===== config.mk =====
export PLATFORM = sky130hd
export DESIGN_NAME = vga_timing_flat
export DESIGN_NICKNAME = d
export VERILOG_FILES = /design/src/rtl/vga_pkg.sv /design/src/rtl/vga_if.sv /design/src/rtl/vga_axis_counter.sv /design/src/rtl/vga_timing.sv /design/src/flat_wrapper.sv
export SDC_FILE = /design/constraint.sdc
export NUM_CORES = 1
export LEC_CHECK = 0
export ABC_CLOCK_PERIOD_IN_PS = 3350
export BUFFER_PORTS_ARGS = -buffer_cell sky130_fd_sc_hd__buf_4
export CORE_UTILIZATION = 50
export CTS_CLUSTER_SIZE = 16
export DETAILED_ROUTE_END_ITERATION = 6
export HOLD_SLACK_MARGIN = 0.12
export PLACE_DENSITY_LB_ADDON = 0.2
export SLEW_MARGIN = 20
export SYNTH_ARGS = -nofsm -noshare
export SYNTH_HDL_FRONTEND = slang
export SYNTH_SLANG_ARGS = --single-unit
export TNS_END_PERCENT = 50

===== constraint.sdc =====
create_clock -name clk -period 3.35 [get_ports clk]
set_input_delay 0 -clock clk [delete_from_list [all_inputs] [get_ports clk]]
set_output_delay 0 -clock clk [all_outputs]
set_load 0.01 [all_outputs]

===== src/rtl/vga_pkg.sv =====
// Default 1024x768@60 display timing (65 MHz pixel clock) and the shared count type.
package vga_pkg;

    localparam int H_ACT  = 1024;
    localparam int H_FP   = 24;
    localparam int H_SYNC = 136;
    localparam int H_BP   = 160;
    localparam int H_TOT  = H_ACT + H_FP + H_SYNC + H_BP;

    localparam int V_ACT  = 768;
    localparam int V_FP   = 3;
    localparam int V_SYNC = 6;
    localparam int V_BP   = 29;
    localparam int V_TOT  = V_ACT + V_FP + V_SYNC + V_BP;

    localparam int HS_START = H_ACT + H_FP;
    localparam int HS_END   = HS_START + H_SYNC;
    localparam int VS_START = V_ACT + V_FP;
    localparam int VS_END   = VS_START + V_SYNC;

    localparam logic HS_POL = 1'b0;
    localparam logic VS_POL = 1'b0;

    localparam int COUNT_W = 11;
    typedef logic [COUNT_W-1:0] vga_count_t;

    // Half-open window test [lo, hi) on unsigned counts.
    function automatic logic in_window(vga_count_t v, vga_count_t lo, vga_count_t hi);
        return (v >= lo) && (v < hi);
    endfunction

endpackage


===== src/rtl/vga_if.sv =====
// Video timing bundle passed down the draw pipeline.
interface vga_if;
    import vga_pkg::vga_count_t;

    vga_count_t hcount;
    vga_count_t vcount;
    logic       hblnk;
    logic       vblnk;
    logic       hsync;
    logic       vsync;

    modport out (output hcount, vcount, hblnk, vblnk, hsync, vsync);
    modport in  (input  hcount, vcount, hblnk, vblnk, hsync, vsync);
endinterface


===== src/rtl/vga_axis_counter.sv =====
// One timing axis: counts 0..TOT-1 while enabled and flags the last position.
module vga_axis_counter
    import vga_pkg::*;
#(
    parameter int TOT = H_TOT
) (
    input  logic       clk,
    input  logic       rst_n,
    input  logic       en,
    output vga_count_t count,
    output vga_count_t count_nxt,
    output logic       wrap
);

    localparam vga_count_t LAST = vga_count_t'(TOT - 1);

    assign wrap = (count == LAST);

    // count_nxt is the value the register holds after this edge, so the top can
    // decode blanking/sync from it and stay aligned with the count.
    always_comb begin
        // NOTE: default first so no path leaves count_nxt unassigned (no latch).
        count_nxt = count;
        if (en) begin
            count_nxt = wrap ? '0 : count + vga_count_t'(1);
        end
    end

    // NOTE: non-blocking for state so every flop samples pre-edge values.
    always_ff @(posedge clk or negedge rst_n) begin
        if (!rst_n) begin
            count <= '0;
        end else begin
            count <= count_nxt;
        end
    end

endmodule


===== src/rtl/vga_timing.sv =====
// Display timing generator: counters, registered blank/sync decode, line/frame strobes
// and a free-running frame counter for game-logic pacing.
module vga_timing
    import vga_pkg::vga_count_t, vga_pkg::COUNT_W, vga_pkg::in_window;
#(
    parameter int   H_ACT  = vga_pkg::H_ACT,
    parameter int   H_FP   = vga_pkg::H_FP,
    parameter int   H_SYNC = vga_pkg::H_SYNC,
    parameter int   H_BP   = vga_pkg::H_BP,
    parameter int   V_ACT  = vga_pkg::V_ACT,
    parameter int   V_FP   = vga_pkg::V_FP,
    parameter int   V_SYNC = vga_pkg::V_SYNC,
    parameter int   V_BP   = vga_pkg::V_BP,
    parameter logic HS_POL = vga_pkg::HS_POL,
    parameter logic VS_POL = vga_pkg::VS_POL
) (
    input  logic        clk,
    input  logic        rst_n,
    input  logic        pix_en,
    vga_if.out          vout,
    output logic        line_start,
    output logic        frame_start,
    output logic [15:0] frame_cnt
);

    localparam int H_TOT = H_ACT + H_FP + H_SYNC + H_BP;
    localparam int V_TOT = V_ACT + V_FP + V_SYNC + V_BP;

    localparam vga_count_t H_ACT_C    = vga_count_t'(H_ACT);
    localparam vga_count_t V_ACT_C    = vga_count_t'(V_ACT);
    localparam vga_count_t HS_START_C = vga_count_t'(H_ACT + H_FP);
    localparam vga_count_t HS_END_C   = vga_count_t'(H_ACT + H_FP + H_SYNC);
    localparam vga_count_t VS_START_C = vga_count_t'(V_ACT + V_FP);
    localparam vga_count_t VS_END_C   = vga_count_t'(V_ACT + V_FP + V_SYNC);

    if (H_TOT > (1 << COUNT_W) || V_TOT > (1 << COUNT_W)) begin : g_size_check
        $error("vga_timing: H_TOT/V_TOT exceed the 11-bit counter range");
    end

    vga_count_t h_count, h_nxt, v_count, v_nxt;
    logic       h_wrap, v_wrap;
    logic       hblnk_q, vblnk_q, hsync_q, vsync_q;

    vga_axis_counter #(.TOT(H_TOT)) u_h_cnt (
        .clk       (clk),
        .rst_n     (rst_n),
        .en        (pix_en),
        .count     (h_count),
        .count_nxt (h_nxt),
        .wrap      (h_wrap)
    );

    vga_axis_counter #(.TOT(V_TOT)) u_v_cnt (
        .clk       (clk),
        .rst_n     (rst_n),
        .en        (pix_en && h_wrap),
        .count     (v_count),
        .count_nxt (v_nxt),
        .wrap      (v_wrap)
    );

    // Strobes default low each cycle, so a frozen pipeline never repeats one.
    always_ff @(posedge clk or negedge rst_n) begin
        if (!rst_n) begin
            hblnk_q     <= 1'b0;
            vblnk_q     <= 1'b0;
            hsync_q     <= ~HS_POL;
            vsync_q     <= ~VS_POL;
            line_start  <= 1'b0;
            frame_start <= 1'b0;
            frame_cnt   <= '0;
        end else begin
            line_start  <= 1'b0;
            frame_start <= 1'b0;
            if (pix_en) begin
                hblnk_q     <= (h_nxt >= H_ACT_C);
                vblnk_q     <= (v_nxt >= V_ACT_C);
                hsync_q     <= in_window(h_nxt, HS_START_C, HS_END_C) ? HS_POL : ~HS_POL;
                vsync_q     <= in_window(v_nxt, VS_START_C, VS_END_C) ? VS_POL : ~VS_POL;
                line_start  <= (h_nxt == '0);
                frame_start <= (h_nxt == '0) && (v_nxt == '0);
                if (h_wrap && v_wrap) begin
                    frame_cnt <= frame_cnt + 16'd1;
                end
            end
        end
    end

    assign vout.hcount = h_count;
    assign vout.vcount = v_count;
    assign vout.hblnk  = hblnk_q;
    assign vout.vblnk  = vblnk_q;
    assign vout.hsync  = hsync_q;
    assign vout.vsync  = vsync_q;

endmodule


===== src/flat_wrapper.sv =====
// flat-port wrapper written by rule: the top's interface ports become plain ports
module vga_timing_flat import vga_pkg::vga_count_t, vga_pkg::COUNT_W, vga_pkg::in_window;
#(
    parameter int   H_ACT  = vga_pkg::H_ACT,
    parameter int   H_FP   = vga_pkg::H_FP,
    parameter int   H_SYNC = vga_pkg::H_SYNC,
    parameter int   H_BP   = vga_pkg::H_BP,
    parameter int   V_ACT  = vga_pkg::V_ACT,
    parameter int   V_FP   = vga_pkg::V_FP,
    parameter int   V_SYNC = vga_pkg::V_SYNC,
    parameter int   V_BP   = vga_pkg::V_BP,
    parameter logic HS_POL = vga_pkg::HS_POL,
    parameter logic VS_POL = vga_pkg::VS_POL
)
  (clk, rst_n, pix_en, line_start, frame_start, frame_cnt, vout_hcount, vout_vcount, vout_hblnk, vout_vblnk, vout_hsync, vout_vsync);
  vga_if vout_i ();
  input  logic clk;
  input  logic rst_n;
  input  logic pix_en;
  output logic line_start;
  output logic frame_start;
  output logic [15:0] frame_cnt;
  output wire logic [$bits(vout_i.hcount)-1:0] vout_hcount;
  output wire logic [$bits(vout_i.vcount)-1:0] vout_vcount;
  output wire logic [$bits(vout_i.hblnk)-1:0] vout_hblnk;
  output wire logic [$bits(vout_i.vblnk)-1:0] vout_vblnk;
  output wire logic [$bits(vout_i.hsync)-1:0] vout_hsync;
  output wire logic [$bits(vout_i.vsync)-1:0] vout_vsync;
  assign vout_hcount = vout_i.hcount;
  assign vout_vcount = vout_i.vcount;
  assign vout_hblnk = vout_i.hblnk;
  assign vout_vblnk = vout_i.vblnk;
  assign vout_hsync = vout_i.hsync;
  assign vout_vsync = vout_i.vsync;
  vga_timing #(.H_ACT(H_ACT), .H_FP(H_FP), .H_SYNC(H_SYNC), .H_BP(H_BP), .V_ACT(V_ACT), .V_FP(V_FP), .V_SYNC(V_SYNC), .V_BP(V_BP), .HS_POL(HS_POL), .VS_POL(VS_POL)) u_core (.clk(clk), .rst_n(rst_n), .pix_en(pix_en), .vout(vout_i), .line_start(line_start), .frame_start(frame_start), .frame_cnt(frame_cnt));
endmodule

==> results of run 1 <==
power by group:
group / internal [µW] / switching [µW] / leakage, µW
sequential: 561 / 58.4 / 0.000586
combinational: 98.4 / 105 / 0.000714
clock: 168 / 175 / 0.0000455
total: 828 / 338 / 0.00135
worst paths after layout:
path	slack [ps]	cells past startpoint	endpoint	from
worst max-delay path	690	8	u_core.vout.vsync	u_core.u_h_cnt.count[0]
worst min-delay path	230	2	u_core.u_h_cnt.count[7]	rst_n
worst max register to register	690	8	u_core.vout.vsync	u_core.u_h_cnt.count[0]
worst min register to register	470	1	u_core.frame_cnt[15]	u_core.frame_cnt[15]
max in group asynchronous	2740	2	u_core.vout.hsync	rst_n
min in group clk	470	1	u_core.frame_cnt[15]	u_core.frame_cnt[15]
stage by stage:
step	cell area, µm²	util, %	hold WS, ps	total power (µW)
floorplan	2260	-	-296	742
global placement	2650	60.8	29.9	827
detailed placement	2650	60.8	31.5	828
CTS	2760	63.4	244	1180
global route	2760	63.4	300	1220
finish	2760	63.4	228	1170
Yosys cell counts (2+ instances only):
| cell | number |
|---|---|
| nand4_1 | 9 |
| buf_2 | 3 |
| dfrtp_1 | 42 |
| o21ai_0 | 6 |
| nor2_1 | 18 |
| a21o_1 | 2 |
| mux2i_1 | 2 |
| or3_1 | 2 |
| o22ai_1 | 2 |
| o31a_1 | 2 |
| o21ai_1 | 2 |
| inv_1 | 11 |
| and3_1 | 6 |
| and4_1 | 2 |
| nor4_1 | 2 |
| nand2_1 | 26 |
| nor3_1 | 10 |
| xor2_1 | 11 |
| clkbuf_1 | 2 |
| dfstp_2 | 2 |
| nand3_1 | 14 |
| a31oi_1 | 3 |
| xnor2_1 | 16 |
| a21oi_1 | 7 |
| ha_1 | 4 |
registers in the layout, indices dropped and copies added, names as in the netlist:
signal,flops
u_core.vout.vblnk,1
u_core.vout.hblnk,1
u_core.u_v_cnt.count,11
u_core.frame_cnt,16
u_core.line_start,1
u_core.vout.hsync,1
u_core.u_h_cnt.count,11
u_core.frame_start,1
u_core.vout.vsync,1
kinds of logic (layout without fill, tap and decap cells):
kind of cell | count (synthesis) | count (layout) | share of synthesized area (%)
compound gates | 30 | 30 | 8.36
buf+inv | 16 | 67 | 2.82
fa+ha+maj | 4 | 4 | 2.21
flops | 44 | 44 | 48.8
mux | 3 | 3 | 1.38
xor+xnor | 27 | 27 | 10.5
simple gates | 102 | 102 | 26.0
worst max-delay path, delay by kind of cell (launching register included):
kind	cells	cell delay (ps)
AO/OA/AOI/OAI	1	300
flip-flops	1	420
AND/OR/NAND/NOR	5	1470
adder cells (fa/ha/maj)	1	240
XOR/XNOR	1	170
area by class of cell:
type                            instances  area, µm²  share of cell area [%]
Multi-Input combinational cell        166       1090                    39.6
Clock buffer                            8       90.1                    3.27
Sequential cell                        44       1100                    40.0
Timing Repair Buffer                   48        365                    13.2
Inverter                               11       41.3                    1.50
Tap cell                               52       65.1                    2.36
timing repair:
| action | CTS | global route |
|---|---|---|
| gates resized for setup | 0 | 0 |
| endpoints found under the hold margin | 51 | 0 |
| setup endpoints to repair | 0 | 0 |
| hold buffers | 2 | 0 |
layer usage:
layer,up-vias,global-route usage [%],wire [µm]
met4,0,7.48,70
met1,896,30.5,2290
met3,4,4.94,254
li1,893,-,-
met2,54,30.2,2170
met5,-,0,0
==> metrics.txt, run 1 <==
# setup viols final=0; top cells by area, synth=dfrtp_1 46%, xnor2_1 6.2%, nand2_1 4.3%; Mapped Avg Cell Area=10.0 µm²; Cells after Synth=226; Chip Width=69.2 µm; Slowest-stage cell, CP=or4b_4; CP startpoint kind=flip-flop; sequential area share after synthesis=48.8%; area leader, netlist=dfrtp_1; Final nets=283; total congestion overflow=0; WP data required=3580 ps; Synth Cell Area=0.00226 mm²; RSZ-0062 raised after global routing=false; layout cell share with drive strength beyond 1=23.8%; Synth top area share=46.5%; ANT cells=0; critical path class=flip-flop to flip-flop; crit-path max FO=12; all-layer global routing usage=20.8%; Max Cap Viol=0; Synth async-reset ratio=100%; Pwr per Cell Area=423 mW/mm²; P_leak=0.00135 µW; Die ar.=0.00479 mm²; RD Place Congestion=0.905; Synth Warn #=0; final setup TNS=0 ps; wire per inst=14.5 µm; largest net degree at the start of global routing=45; Finished Layout Cells=329; antenna violations before repair=0; Max Clock Freq=376 MHz; Rel. slew slack=63.5%; Pre-Repair DR Iteration Count=4; Hold Path Class=input port to asynchronous set/reset pin; clk_lat worst skew=300 ps; nature of the critical path endpoint=flip-flop; Setup WS post-layout=688 ps; H-tree levels=2; critical path's largest stage delay=460 ps; first-pass GRT wire length=7980 µm; Net Count, Synth=233; Filler Cell Count=355; Post-synth EDFFs=0; pre-CTS setup slack=725 ps; number of global-route vias before repair=1617; vias=1847; measured slew at the worst slew-check pin=548 ps; most frequent cells in the layout=46 x buf_4, 42 x dfrtp_1, 26 x nand2_1, 18 x nor2_1, 16 x xnor2_1; area delta synth->final=22.0%; Clock Path Buffers=2; synthesized flop and latch total=44; Starting Density=51.9%; Root Driver=clkbuf_8; Cell variety after synth=45; crit path DAT=2900 ps; Worst IR Drop VDD=0.000275 V; CTS Buf Count=5; die height=69.2 µm; Post-Place Cells=319; Ports=47; Clock Skew=10.6 ps; vias per std cell=5.61; min Tclk post-route=2660 ps; hpwl dp=3420 µm; Top FF cell, synth=dfrtp_1; status=completed; Pins Over Slew Limit=0; Post-Route WL=4780 µm; total setup buffers inserted after CTS=0; most common cell after layout, fill and taps aside=buf_4; CTS tree=yes; cell breakdown of the critical path=ha_1 > and3_1 > nand4_4 > nor4_1 > xor2_1 > nor2_1 > or4b_4 > o31a_1; Core Region=0.00435 mm²; count of final hold-check violations=0; Clock transition at path regs=80 ps; Port Buf Inserts=46; # DRC=0; final worst-path cycle share=79.4%; Sink Count=44; num rows=24; Post-DRT Antenna Nets=0; initial drt markers=111
Power figures use the tool's default switching activity.
==> inputs of run 2 (changes only) <==
Settings changed: ABC_CLOCK_PERIOD_IN_PS 3350 to 2800.
Clock period 3.35 ns to 2.8 ns, I/O delays scaled along.
==> metrics.txt, run 2 (synthesis gave the netlist of run 1 again) <==
Rel. slew slack=63.4%; critical path class=flip-flop to flip-flop; Largest register FFs=16; ANT cells=0; cells on worst reg2reg path=8; min Tclk post-route=2620 ps; # setup viols final=0; die height=69.2 µm; CP startpoint kind=flip-flop; Chip Width=69.2 µm; Post-DRT Antenna Nets=0; met3 wire length=268 µm; Max Clock Freq=382 MHz; cell breakdown of the critical path=ha_1 > and3_1 > nand4_4 > nor4_1 > xor2_1 > nor2_1 > or4b_4 > o31a_1; # DRC=0; Slowest-stage cell, CP=or4b_4; CTS tree=yes; Port Buf Inserts=46; worst reg2reg path startpoint=u_core.u_h_cnt.count[0]; clk_lat worst skew=290 ps; Pwr per Cell Area=492 mW/mm²; hpwl dp=3410 µm; Critical path buffers and inverters=0; initial drt markers=154; measured slew at the worst slew-check pin=549 ps; Worst IR Drop VDD=0.000354 V; nature of the critical path endpoint=flip-flop; Pins Over Slew Limit=0; crit-path max FO=7; RD Place Congestion=0.895; Root Driver=clkbuf_8; Ports=47; Sink Count=44; Hold Path Class=input port to asynchronous set/reset pin; R2R Setup Slk=180 ps; Die ar.=0.00479 mm²; first-pass GRT wire length=8060 µm; H-tree levels=2; DR WL met2=2190 µm; Starting Density=51.9%; vias=1837; Post-Route WL=4740 µm; total congestion overflow=0; crit path DAT=2850 ps; Power, Total=1370 µW; Pre-Repair DR Iteration Count=4; Clock Path Buffers=2; Final nets=287; Clock Skew=5.82 ps; Core Region=0.00435 mm²; RSZ-0062 raised after global routing=false; all-layer global routing usage=20.8%; antenna violations before repair=0; total setup buffers inserted after CTS=0; num rows=24; max layer used=met4; Max Cap Viol=0; WP data required=3030 ps; reg2reg end=u_core.vout.vsync; wire per inst=14.2 µm; critical path's largest stage delay=470 ps; most common cell after layout, fill and taps aside=buf_4; layout cell share with drive strength beyond 1=24.9%; final setup TNS=0 ps; P_leak=0.00136 µW; number of global-route vias before repair=1692; area delta synth->final=23.0%; Largest delay share family, worst path=simple AND/OR/NAND/NOR gates; largest net degree at the start of global routing=45; vias per std cell=5.52; Reg with most FFs=u_core.frame_cnt; Clock transition at path regs=80 ps; count of final hold-check violations=0; status=completed; Routed met1 length=2230 µm; most frequent cells in the layout=50 x buf_4, 42 x dfrtp_1, 26 x nand2_1, 18 x nor2_1, 16 x xnor2_1; final worst-path cycle share=93.4%; Largest regs=u_core.frame_cnt: 16 flops, u_core.u_h_cnt.count: 11 flops, u_core.u_v_cnt.count: 11 flops; CTS Buf Count=5
==> run 2: repair_timing <==
action / CTS / global route
endpoints found under the hold margin: 51 / 0
gates resized for setup: 0 / 0
hold buffers: 2 / 0
==> run 2: metrics by stage <==
step	area, µm²	hold slack [ps]	cells	util (%)	setup WS (ps)
after global placement	2680	27.5	323	61.5	316
final	2780	237	333	63.9	184
after global routing	2780	299	333	63.9	1.67
after detailed placement	2680	30.1	323	61.5	239
after CTS	2780	250	333	63.9	204
after floorplan	2260	-296	226	-	389
==> run 2: worst max path at each step <==
stage | start | slack, ps | depth (start not counted) | end
2_1_floorplan | u_core.u_h_cnt.count[0] | 390 | 8 | u_core.vout.vsync
3_3_place_gp | u_core.u_h_cnt.count[0] | 320 | 8 | u_core.vout.vsync
5_1_grt | u_core.u_h_cnt.count[0] | 2 | 8 | u_core.vout.vsync
4_1_cts | u_core.u_h_cnt.count[0] | 200 | 8 | u_core.vout.vsync
3_5_place_dp | u_core.u_h_cnt.count[0] | 240 | 8 | u_core.vout.vsync
6_report | u_core.u_h_cnt.count[0] | 180 | 8 | u_core.vout.vsync
==> run 2: final cells by class <==
class	instances	area, µm²
Tap cell	52	65.1
Inverter	11	41.3
Timing Repair Buffer	52	395
Fill cell	375	1570
Clock inverter	1	5.00
Clock buffer	7	76.3
Multi-Input combinational cell	166	1090
Sequential cell	44	1100
==> run 2: power breakdown <==
part | internal, µW | switching [µW]
sequential | 671 | 71.4
combinational | 118 | 124
clock | 175 | 209
==> run 2: routing by layer <==
layer / vias up / track usage [%]
li1: 907 / -
met1: 867 / 29.0
met2: 58 / 32.8
met3: 5 / 5.09
met4: 0 / 5.44
met5: - / 0
